**src/rtl/core_pkg.sv**
```systemverilog
// Shared core types and constants: instruction-memory bundle layout,
// response buffering depth, loader burst limit and the BRAM grant encoding.
package core_pkg;

    localparam int XLEN              = 32;
    localparam int IMEM_RSP_DEPTH    = 2;
    localparam int IMEM_MAX_LD_BURST = 4;

    typedef struct packed {
        logic [XLEN-1:0] pc0;
        logic [XLEN-1:0] pc1;
        logic [XLEN-1:0] instr0;
        logic [XLEN-1:0] instr1;
    } imem_bundle_t;

    typedef enum logic [1:0] {
        GNT_NONE  = 2'd0,
        GNT_FETCH = 2'd1,
        GNT_LOAD  = 2'd2
    } imem_gnt_e;

    function automatic logic [XLEN-1:0] wordAlign(input logic [XLEN-1:0] addr);
        return {addr[XLEN-1:2], 2'b00};
    endfunction

endpackage

```
**src/rtl/imem_ctrl_if.sv**
```systemverilog
// Fetch, loader and BRAM signals of the instruction-memory controller.
// The slave modport is the controller's view; master is the surrounding system.
interface imem_ctrl_if;
    import core_pkg::*;

    logic            f_req_valid;
    logic            f_req_ready;
    logic [XLEN-1:0] f_req_pc;
    logic            f_flush;
    logic            f_rsp_valid;
    logic            f_rsp_ready;
    logic [XLEN-1:0] f_rsp_pc0;
    logic [XLEN-1:0] f_rsp_pc1;
    logic [XLEN-1:0] f_rsp_instr0;
    logic [XLEN-1:0] f_rsp_instr1;
    logic            ld_valid;
    logic            ld_ready;
    logic [XLEN-1:0] ld_addr;
    logic [XLEN-1:0] ld_wdata;
    logic            mem_ren;
    logic            mem_wen;
    logic [XLEN-1:0] mem_addr0;
    logic [XLEN-1:0] mem_addr1;
    logic [XLEN-1:0] mem_wdata;
    logic [XLEN-1:0] mem_rdata0;
    logic [XLEN-1:0] mem_rdata1;

    modport slave (
        input  f_req_valid, f_req_pc, f_flush, f_rsp_ready,
        input  ld_valid, ld_addr, ld_wdata,
        input  mem_rdata0, mem_rdata1,
        output f_req_ready, f_rsp_valid,
        output f_rsp_pc0, f_rsp_pc1, f_rsp_instr0, f_rsp_instr1,
        output ld_ready,
        output mem_ren, mem_wen, mem_addr0, mem_addr1, mem_wdata
    );

    modport master (
        output f_req_valid, f_req_pc, f_flush, f_rsp_ready,
        output ld_valid, ld_addr, ld_wdata,
        output mem_rdata0, mem_rdata1,
        input  f_req_ready, f_rsp_valid,
        input  f_rsp_pc0, f_rsp_pc1, f_rsp_instr0, f_rsp_instr1,
        input  ld_ready,
        input  mem_ren, mem_wen, mem_addr0, mem_addr1, mem_wdata
    );

endinterface

```
**src/rtl/imem_rsp_fifo.sv**
```systemverilog
// Synchronous FIFO of fetch bundles with a clear that beats push and pop.
// Head is read straight from storage so the consumer sees it with no latency.
module imem_rsp_fifo
    import core_pkg::*;
#(
    parameter  int DEPTH = IMEM_RSP_DEPTH,
    localparam int CW    = $clog2(DEPTH) + 1
) (
    input  logic         clk,
    input  logic         reset,
    input  logic         push_i,
    input  imem_bundle_t pushData_i,
    input  logic         pop_i,
    input  logic         clear_i,
    output imem_bundle_t head_o,
    output logic [CW-1:0] count_o
);

    localparam int PW = $clog2(DEPTH);

    logic [PW-1:0] wrPtr_q, wrPtr_d;
    logic [PW-1:0] rdPtr_q, rdPtr_d;
    logic [CW-1:0] count_q, count_d;
    logic          doPush;
    logic          doPop;
    imem_bundle_t  store_q [DEPTH];

    always_comb begin
        doPush  = push_i && (count_q != CW'(DEPTH));
        doPop   = pop_i && (count_q != '0);
        wrPtr_d = wrPtr_q;
        rdPtr_d = rdPtr_q;
        count_d = count_q;
        if (clear_i) begin
            wrPtr_d = '0;
            rdPtr_d = '0;
            count_d = '0;
        end else begin
            if (doPush) wrPtr_d = wrPtr_q + PW'(1);
            if (doPop)  rdPtr_d = rdPtr_q + PW'(1);
            case ({doPush, doPop})
                2'b10:   count_d = count_q + CW'(1);
                2'b01:   count_d = count_q - CW'(1);
                default: count_d = count_q;
            endcase
        end
    end

    always_ff @(posedge clk) begin
        if (reset) begin
            wrPtr_q <= '0;
            rdPtr_q <= '0;
            count_q <= '0;
        end else begin
            wrPtr_q <= wrPtr_d;
            rdPtr_q <= rdPtr_d;
            count_q <= count_d;
        end
    end

    // Storage needs no reset: count gates every observable read.
    always_ff @(posedge clk) begin
        if (doPush && !clear_i) store_q[wrPtr_q] <= pushData_i;
    end

    assign head_o  = store_q[rdPtr_q];
    assign count_o = count_q;

endmodule

```
**src/rtl/imem_ctrl.sv**
```systemverilog
// Instruction-memory controller: arbitrates the BRAM between fetch and the
// program loader, tracks one read in flight and buffers returned bundles.
module imem_ctrl
    import core_pkg::*;
#(
    parameter int RSP_DEPTH    = IMEM_RSP_DEPTH,
    parameter int MAX_LD_BURST = IMEM_MAX_LD_BURST
) (
    input  logic        clk,
    input  logic        reset,
    imem_ctrl_if.slave  bus
);

    localparam int CW = $clog2(RSP_DEPTH) + 1;
    localparam int BW = $clog2(MAX_LD_BURST + 1);

    logic            inFlight_q, inFlight_d;
    logic [XLEN-1:0] pc0_q, pc0_d;
    logic [XLEN-1:0] pc1_q, pc1_d;
    logic [BW-1:0]   burstCnt_q, burstCnt_d;
    logic [CW-1:0]   fifoCount;
    imem_bundle_t    fifoHead;
    imem_bundle_t    pushBundle;
    imem_gnt_e       gnt;
    logic            canIssue;
    logic            fetchEligible;
    logic            burstFull;
    logic            rspPush;
    logic            rspPop;

    // The loader only yields once it has starved a fetch that could actually issue.
    always_comb begin
        canIssue      = (CW'(inFlight_q) + fifoCount) < CW'(RSP_DEPTH);
        fetchEligible = bus.f_req_valid && canIssue && !bus.f_flush && !reset;
        burstFull     = (burstCnt_q == BW'(MAX_LD_BURST));
        gnt           = GNT_NONE;
        if (bus.ld_valid && !reset && !(burstFull && fetchEligible)) begin
            gnt = GNT_LOAD;
        end else if (fetchEligible) begin
            gnt = GNT_FETCH;
        end
    end

    always_comb begin
        bus.f_req_ready = (gnt == GNT_FETCH);
        bus.ld_ready    = (gnt == GNT_LOAD);
        bus.mem_ren     = 1'b0;
        bus.mem_wen     = 1'b0;
        bus.mem_addr0   = '0;
        bus.mem_addr1   = '0;
        bus.mem_wdata   = '0;
        case (gnt)
            GNT_FETCH: begin
                bus.mem_ren   = 1'b1;
                bus.mem_addr0 = wordAlign(bus.f_req_pc);
                bus.mem_addr1 = wordAlign(bus.f_req_pc) + XLEN'(4);
            end
            GNT_LOAD: begin
                bus.mem_wen   = 1'b1;
                bus.mem_addr0 = wordAlign(bus.ld_addr);
                bus.mem_wdata = bus.ld_wdata;
            end
            default: ;
        endcase
    end

    always_comb begin
        inFlight_d = (gnt == GNT_FETCH);
        pc0_d      = pc0_q;
        pc1_d      = pc1_q;
        if (gnt == GNT_FETCH) begin
            pc0_d = wordAlign(bus.f_req_pc);
            pc1_d = wordAlign(bus.f_req_pc) + XLEN'(4);
        end
        burstCnt_d = burstCnt_q;
        if (gnt == GNT_FETCH || !bus.f_req_valid) begin
            burstCnt_d = '0;
        end else if (gnt == GNT_LOAD && !burstFull) begin
            burstCnt_d = burstCnt_q + BW'(1);
        end
    end

    always_ff @(posedge clk) begin
        if (reset) begin
            inFlight_q <= 1'b0;
            pc0_q      <= '0;
            pc1_q      <= '0;
            burstCnt_q <= '0;
        end else begin
            inFlight_q <= inFlight_d;
            pc0_q      <= pc0_d;
            pc1_q      <= pc1_d;
            burstCnt_q <= burstCnt_d;
        end
    end

    // A read returning during a flush belongs to the squashed path.
    always_comb begin
        rspPush           = inFlight_q && !bus.f_flush && !reset;
        rspPop            = (fifoCount != '0) && bus.f_rsp_ready;
        pushBundle.pc0    = pc0_q;
        pushBundle.pc1    = pc1_q;
        pushBundle.instr0 = bus.mem_rdata0;
        pushBundle.instr1 = bus.mem_rdata1;
    end

    imem_rsp_fifo #(
        .DEPTH (RSP_DEPTH)
    ) u_rspFifo (
        .clk        (clk),
        .reset      (reset),
        .push_i     (rspPush),
        .pushData_i (pushBundle),
        .pop_i      (rspPop),
        .clear_i    (bus.f_flush),
        .head_o     (fifoHead),
        .count_o    (fifoCount)
    );

    assign bus.f_rsp_valid  = (fifoCount != '0);
    assign bus.f_rsp_pc0    = fifoHead.pc0;
    assign bus.f_rsp_pc1    = fifoHead.pc1;
    assign bus.f_rsp_instr0 = fifoHead.instr0;
    assign bus.f_rsp_instr1 = fifoHead.instr1;

endmodule
```
**src/flat_wrapper.sv**
```systemverilog
// flat-port wrapper written by rule: the top's interface ports become plain ports
module imem_ctrl_flat import core_pkg::*;
#(
    parameter int RSP_DEPTH    = IMEM_RSP_DEPTH,
    parameter int MAX_LD_BURST = IMEM_MAX_LD_BURST
)
  (clk, reset, bus_f_req_valid, bus_f_req_pc, bus_f_flush, bus_f_rsp_ready, bus_ld_valid, bus_ld_addr, bus_ld_wdata, bus_mem_rdata0, bus_mem_rdata1, bus_f_req_ready, bus_f_rsp_valid, bus_f_rsp_pc0, bus_f_rsp_pc1, bus_f_rsp_instr0, bus_f_rsp_instr1, bus_ld_ready, bus_mem_ren, bus_mem_wen, bus_mem_addr0, bus_mem_addr1, bus_mem_wdata);
  imem_ctrl_if bus_i ();
  input  logic clk;
  input  logic reset;
  input wire logic [$bits(bus_i.f_req_valid)-1:0] bus_f_req_valid;
  input wire logic [$bits(bus_i.f_req_pc)-1:0] bus_f_req_pc;
  input wire logic [$bits(bus_i.f_flush)-1:0] bus_f_flush;
  input wire logic [$bits(bus_i.f_rsp_ready)-1:0] bus_f_rsp_ready;
  input wire logic [$bits(bus_i.ld_valid)-1:0] bus_ld_valid;
  input wire logic [$bits(bus_i.ld_addr)-1:0] bus_ld_addr;
  input wire logic [$bits(bus_i.ld_wdata)-1:0] bus_ld_wdata;
  input wire logic [$bits(bus_i.mem_rdata0)-1:0] bus_mem_rdata0;
  input wire logic [$bits(bus_i.mem_rdata1)-1:0] bus_mem_rdata1;
  output wire logic [$bits(bus_i.f_req_ready)-1:0] bus_f_req_ready;
  output wire logic [$bits(bus_i.f_rsp_valid)-1:0] bus_f_rsp_valid;
  output wire logic [$bits(bus_i.f_rsp_pc0)-1:0] bus_f_rsp_pc0;
  output wire logic [$bits(bus_i.f_rsp_pc1)-1:0] bus_f_rsp_pc1;
  output wire logic [$bits(bus_i.f_rsp_instr0)-1:0] bus_f_rsp_instr0;
  output wire logic [$bits(bus_i.f_rsp_instr1)-1:0] bus_f_rsp_instr1;
  output wire logic [$bits(bus_i.ld_ready)-1:0] bus_ld_ready;
  output wire logic [$bits(bus_i.mem_ren)-1:0] bus_mem_ren;
  output wire logic [$bits(bus_i.mem_wen)-1:0] bus_mem_wen;
  output wire logic [$bits(bus_i.mem_addr0)-1:0] bus_mem_addr0;
  output wire logic [$bits(bus_i.mem_addr1)-1:0] bus_mem_addr1;
  output wire logic [$bits(bus_i.mem_wdata)-1:0] bus_mem_wdata;
  assign bus_i.f_req_valid = bus_f_req_valid;
  assign bus_i.f_req_pc = bus_f_req_pc;
  assign bus_i.f_flush = bus_f_flush;
  assign bus_i.f_rsp_ready = bus_f_rsp_ready;
  assign bus_i.ld_valid = bus_ld_valid;
  assign bus_i.ld_addr = bus_ld_addr;
  assign bus_i.ld_wdata = bus_ld_wdata;
  assign bus_i.mem_rdata0 = bus_mem_rdata0;
  assign bus_i.mem_rdata1 = bus_mem_rdata1;
  assign bus_f_req_ready = bus_i.f_req_ready;
  assign bus_f_rsp_valid = bus_i.f_rsp_valid;
  assign bus_f_rsp_pc0 = bus_i.f_rsp_pc0;
  assign bus_f_rsp_pc1 = bus_i.f_rsp_pc1;
  assign bus_f_rsp_instr0 = bus_i.f_rsp_instr0;
  assign bus_f_rsp_instr1 = bus_i.f_rsp_instr1;
  assign bus_ld_ready = bus_i.ld_ready;
  assign bus_mem_ren = bus_i.mem_ren;
  assign bus_mem_wen = bus_i.mem_wen;
  assign bus_mem_addr0 = bus_i.mem_addr0;
  assign bus_mem_addr1 = bus_i.mem_addr1;
  assign bus_mem_wdata = bus_i.mem_wdata;
  imem_ctrl #(.RSP_DEPTH(RSP_DEPTH), .MAX_LD_BURST(MAX_LD_BURST)) u_core (.clk(clk), .reset(reset), .bus(bus_i));
endmodule
```
**config.mk**
```make
export PLATFORM = sky130hd
export DESIGN_NAME = imem_ctrl_flat
export DESIGN_NICKNAME = d
export VERILOG_FILES = /design/src/rtl/core_pkg.sv /design/src/rtl/imem_ctrl_if.sv /design/src/rtl/imem_rsp_fifo.sv /design/src/rtl/imem_ctrl.sv /design/src/flat_wrapper.sv
export SDC_FILE = /design/constraint.sdc
export NUM_CORES = 1
export LEC_CHECK = 0
export CAP_MARGIN = 25
export CORE_MARGIN = 2
export CORE_UTILIZATION = 35
export DETAILED_ROUTE_END_ITERATION = 6
export GPL_TIMING_DRIVEN = 0
export SLEW_MARGIN = 20
export SYNTH_ARGS = -nofsm -noshare
export SYNTH_HDL_FRONTEND = slang
export SYNTH_SLANG_ARGS = --single-unit
```
**constraint.sdc**
```tcl
create_clock -name clk -period 19.3 [get_ports clk]
set_input_delay 1.93 -clock clk [delete_from_list [all_inputs] [get_ports clk]]
set_output_delay 1.93 -clock clk [all_outputs]
set_load 0.03 [all_outputs]
```
## Word level (Yosys, flattened, before mapping)

Memory sizes are Yosys's and may differ from the RTL's. A register that Yosys moved wholly into a read port is not among the register bits.
Index checks and enable logic that the tools add are counted.

- Word-level logic and storage cells: 57
- Input port bits: 166
- Memories kept: 1
- Output and inout bits: 229
- Flip-flop bits (word level): 70
- RAM bits: 252

- $add $sub $neg: 7
- Reductions and logical operators: 23
- Mux-type cells: 12
- Equal/unequal tests: 6
- Magnitude comparators: 1

Memories:

| memory | depth | width | rd ports | clocked after memory_dff | write ports | line | source |
|---|---|---|---|---|---|---|---|
| u_core.u_rspFifo.store_q | 2 | 126 | 1 | 1 | 1 | imem_rsp_fifo.sv:26 | `imem_bundle_t store_q [DEPTH];` |

Operators by type and width:

| kind | number |
|---|---|
| 32-bit 2-to-1 mux | 2 |
| 32-bit one-hot mux with 2 select lines | 1 |
| 32-bit by 3-bit adder with 32-bit output, second input constant | 1 |
| 1-bit logical AND | 13 |
| 1-bit 2-to-1 mux | 7 |
| 1-bit zero test | 5 |
| 2-bit by 1-bit == test with 1-bit output, second input constant | 2 |
| 2-bit == test, second input constant | 2 |
| 2-bit one-hot mux with 2 select lines | 1 |
| 2-bit nonzero test | 2 |
| 2-bit OR reduction | 2 |
| 3-bit by 1-bit adder with 3-bit output, second input constant | 1 |
| 3-bit == test, second input constant | 1 |
| 1-bit adder, second input constant | 2 |
| 1-bit by 2-bit adder with 2-bit output | 1 |
| 2-bit by 1-bit adder with 2-bit output, second input constant | 1 |
| 2-bit less-than comparator, second input constant | 1 |
| 2-bit 2-to-1 mux | 1 |
| 2-bit inequality test, second input constant | 1 |
| 2-bit by 1-bit subtractor with 2-bit output, second input constant | 1 |
| 1-bit logical OR | 1 |

## Longest topological paths before layout

- Depth in word-level cells: 12
- Depth in mapped cells: 10
- Depth with buffers taken out: 7

## Hierarchy

From an unflattened synthesis, not the netlist that was laid out.

- Cells, all modules: 902
- Area total of the unflattened synthesis: 13071.3 um2

By module, submodules not included:

| module | area each (um2) | cells an instance | times used |
|---|---|---|---|
| imem_rsp_fifo | 9454.1 | 423 | 1 |
| imem_ctrl | 3617.2 | 479 | 1 |

## Least setup slack after synthesis

No wires, ideal clock.

- Path type: in2reg
- Start point: in bus_f_flush
- End point: mem u_core.u_rspFifo.store_q[0][0] in the netlist's numbering, enable pin
- Required time: 18.691 ns
- Path slack: 11.341 ns
- Arrival time: 7.350 ns
- Cell stages on the path: 3
- Cells stage by stage: nor2_1 > nand3_1 > nor2_1

- Word-level cells in the longest chain between the ends: 7

RTL lines:

| item | line | source |
|---|---|---|
| start: declaration | flat_wrapper.sv:13 | `input wire logic [$bits(bus_i.f_flush)-1:0] bus_f_flush;` |
| 1-bit zero test (*) | imem_rsp_fifo.sv:63, imem_ctrl.sv:99 |  |
| 1-bit logical AND (2 in a row) | imem_ctrl.sv:99 | `rspPush = inFlight_q && !bus.f_flush && !reset;` |
| 1-bit logical AND | imem_rsp_fifo.sv:29 | `doPush = push_i && (count_q != CW'(DEPTH));` |
| 1-bit logical AND (*) | imem_rsp_fifo.sv:63 | `if (doPush && !clear_i) store_q[wrPtr_q] <= pushData_i;` |
| 1-bit 2-to-1 mux (*) | imem_rsp_fifo.sv:63 |  |
| 1-bit 2-to-1 mux (not written as such) (*) | imem_rsp_fifo.sv:63 |  |
| end: declaration | imem_rsp_fifo.sv:26 |  |

Mark *: on every way between the ends. The rest lies on a longest branch, timed or not.

## Worst setup path after layout

- Start point: in reset
- End point: out bus_mem_addr0[6]

- Word-level cells in the longest chain between the ends: 8
- Elaborated cells on any way between the ends: 11
- Those cells by class: 2 x eq/ne; 3 x mux; 6 x reduce/logical

RTL lines:

| item | line | source |
|---|---|---|
| start: declaration | flat_wrapper.sv:10 | `input logic reset;` |
| 1-bit zero test (*) | imem_ctrl.sv:34, imem_ctrl.sv:37 |  |
| 1-bit logical AND | imem_ctrl.sv:34 | `fetchEligible = bus.f_req_valid && canIssue && !bus.f_flush && !reset;` |
| 1-bit logical AND | imem_ctrl.sv:37 | `if (bus.ld_valid && !reset && !(burstFull && fetchEligible)) begin` |
| 1-bit zero test | imem_ctrl.sv:37 |  |
| 1-bit logical AND | imem_ctrl.sv:37 |  |
| 2-bit 2-to-1 mux (*) | imem_ctrl.sv:37 |  |
| 2-bit == test or 2-bit by 1-bit == test with 1-bit output (tied branches) | imem_ctrl.sv:52 | `case (gnt)` |
| 32-bit one-hot mux with 2 select lines (*) | imem_ctrl.sv:52 |  |
| end: declaration | flat_wrapper.sv:29 | `output wire logic [$bits(bus_i.mem_addr0)-1:0] bus_mem_addr0;` |

Marks and branches as above.

==> reports/results.txt <==
area share of and/or/nand/nor cells after synthesis: 10.6%
post-cts hold buffer count: 0
layout cells sized above 1: 15.9%
async set or reset register ratio after synthesis: 0%
Crit Path Class: in2out
vias in the first global route: 9,162
cell taking the most area after synthesis: edfxtp_1
Post-synth EDFFs: 248
CTS Buffer Depth: 3
Post-Synthesis Cell Area: 0.0127 mm2
Synth Area in Compound Gates: 4.61%
nets: 1,521
hpwl dp: 30.9 mm
Avg Vias per Cell: 4.90
outcome: finished, final reports clean
clock power share: 42.6%
Worst Skew: 11.4 ps
Slew Viols, Final: 0
Finished Cell Area: 0.0187 mm2
Hold Vio Cnt, Final: 0
Final GP Congestion: 0.922
Post-Syn Instances: 911
antenna diode count: 0
Gate power share: 8.2%
initial cell density of the core: 35.7%
Max rail drop VDD: 0.0442 mV
GRT overflow: 0
# DRC: 0
die height: 195 um
sw frac: 21.3%
Internal Power: 1.19 mW
leakage: 6.55 nW
post-synth cell types: 47
Area Growth Syn to Fin: 46.6%
total of max-cap violations: 0
Post-Layout Cell Count: 1,836
period utilization: 36.7%
Synth Register Bits: 317
initial DRC count: 426
Setup Fix Bufs, Post-CTS: 0
largest cells by area after synthesis: edfxtp_1 (59%), mux2_2 (11%), dfxtp_1 (11%)
worst hold path class: reg2reg
top layer in use: met5
core area: 0.0357 mm2
R2R depth: 10
number of buffers added on ports: 382
unrepaired setup endpoints after global routing: false
first-pass GRT wire length: 57.4 mm
clock-pin slew on the worst setup and hold paths: 60 ps
TritonCTS Sinks: 317
Synth Flop Type: edfxtp_1
Mapped Avg Cell Area: 14.0 um2
largest net degree at the start of global routing: 22
clock tree root buffer cell: clkbuf_16
filler instances: 3,141
Met3 Wirelength: 4.01 mm
CP Data Arrival Time: 5150 ps
initial antenna violation count: 2
CTS resizes: 0
slew margin rel.: 44.3%
Total Routing Usage GR: 20.5%
Peak Freq: 141 MHz
sequential share of the synthesized area: 69.4%
yosys warns: 0
Final min period: 7080 ps
main combinational cell family by area after synthesis: multiplexers
setup TNS: 0 ps
CTS Buf Count: 34
met1 wire length: 15.4 mm
Die W: 195 um
Post-DP Area: 0.0175 mm2
post-synthesis xor/xnor area fraction: 1.38%
Flop pwr share: 49.2%
Final Power: 1.52 mW
worst slew pin tran: 836 ps
crit-path max FO: 10
CP Launch Type: input pin
Synth top area share: 58.5%
clock latency on the worst-skew pair: 500 ps
Critical Path RT: 17,370 ps
Critical Path End Type: primary output
cell count after placement: 1,775
std cell rows: 69
Adder-Cell Fraction of Synth Area: 0.393%
IO Count: 395
WL met2: 19.2 mm
Power Density: 81.2 mW/mm2
CTS HTree Levels: 2
die footprint: 0.0379 mm2
DRT Pass-1 Iters: 5
final wirelength: 39.9 mm
Setup Viol. Count Final: 0
vias: 8,994
Routed WL per cell: 21.7 um
switching pwr: 0.322 mW
post-synthesis mux area share: 11.1%
TritonCTS clock tree: yes
hold depth: 0
Post-DRT Antenna Nets: 0
power groups by stage:
stage                     clock network, mW  logic, mW  registers, mW
after floorplan                           0     0.0506          0.759
after detailed placement                  0      0.125          0.759
after global routing                  0.688      0.132          0.745
after CTS                             0.663      0.125          0.745
final                                 0.646      0.124          0.745
after global placement                    0      0.122          0.760
path summary, 6_finish.rpt:
check / from / end / slack, ps
setup / recovery: reset / bus_mem_addr0[6] / 12220
hold / removal: u_core.pc0_q[11] / u_core.u_rspFifo.store_q[1][105] / 450
setup reg to reg: u_core.burstCnt_q[0] / u_core.pc0_q[6] / 16720
hold reg to reg: u_core.pc0_q[11] / u_core.u_rspFifo.store_q[1][105] / 450
critical path, cell delays in order:
cell and delay, ps:
clkdlybuf4s50_1 570, nor3b_1 420, o221ai_2 340, inv_2 210, buf_2 260, buf_2 330
nand2_1 260, nand2_1 140, clkdlybuf4s50_1 690
metal layers:
layer / global-route usage [%] / up-vias
met1: 23.7 / 4269
met3: 6.98 / 77
met4: 7.15 / 4
met2: 35.5 / 429
met5: 0 / -
li1: - / 4215
cell usage after synthesis (2+ instances only):
cell      count
edfxtp_1    248
nand2_1     132
mux2_2      124
dfxtp_1      69
nor2_1       49
a21oi_1      48
clkbuf_1     37
and2_1       35
a211oi_1     15
a311oi_1     13
nand3_1      13
xor2_1       13
buf_4        12
buf_2         9
nand4_1       9
inv_1         8
or3_1         7
xnor2_1       7
nand2b_1      6
o31ai_1       6
or4_1         6
and4_1        5
nor3_1        5
o21ai_0       5
and3_1        4
ha_1          4
nand3b_1      2
kinds of logic after synthesis:
logic type | Yosys count
flops | 317
compound gates | 92
xor+xnor | 20
other cells | 1
fa+ha+maj | 4
mux | 125
buf+inv | 69
simple gates | 283
area by class of cell:
class | instances | area, um2 | area share (%)
buffer | 60 | 289 | 1.55
clock buffer | 52 | 990 | 5.31
clock inverter | 8 | 119 | 0.637
inverter | 9 | 33.8 | 0.181
multi-input combinational | 532 | 3620 | 19.4
sequential | 317 | 8830 | 47.3
tap | 461 | 577 | 3.09
timing repair buffer | 397 | 4200 | 22.5
cells in the final DEF (no fill, tap or decap), types with 9 or more instances in the layout:
| cell type | count |
|---|---|
| clkdlybuf4s50_1 | 382 |
| edfxtp_1 | 248 |
| nand2_1 | 132 |
| mux2_2 | 124 |
| dfxtp_1 | 69 |
| clkbuf_1 | 49 |
| a21oi_1 | 48 |
| nor2_1 | 47 |
| and2_1 | 35 |
| clkbuf_16 | 35 |
| a211oi_1 | 15 |
| nand3_1 | 13 |
| xor2_1 | 13 |
| a311oi_1 | 13 |
| buf_4 | 12 |
| buf_16 | 12 |
| buf_2 | 10 |
| nand4_1 | 9 |
metrics by stage:
step / hold slack, ps / setup WS (ps) / utilization, %
after floorplan: 425 / 11340 / -
after global placement: 431 / 6860 / 48.1
after detailed placement: 440 / 12070 / 49.2
after CTS: 450 / 12060 / 52.3
after global routing: 461 / 11950 / 52.3
final: 449 / 12220 / 52.3
state kept, by name, indices dropped and copies added, names as in the netlist, named ones only:
| register | cells |
|---|---|
| u_core.pc0_q | 30 |
| u_core.u_rspFifo.rdPtr_q | 1 |
| u_core.u_rspFifo.count_o | 2 |
| u_core.burstCnt_q | 3 |
| u_core.u_rspFifo.wrPtr_q | 1 |
| u_core.pc1_q | 30 |
| u_core.u_rspFifo.store_q | 248 |
| u_core.inFlight_q | 1 |
Power figures use the tool's default switching activity.
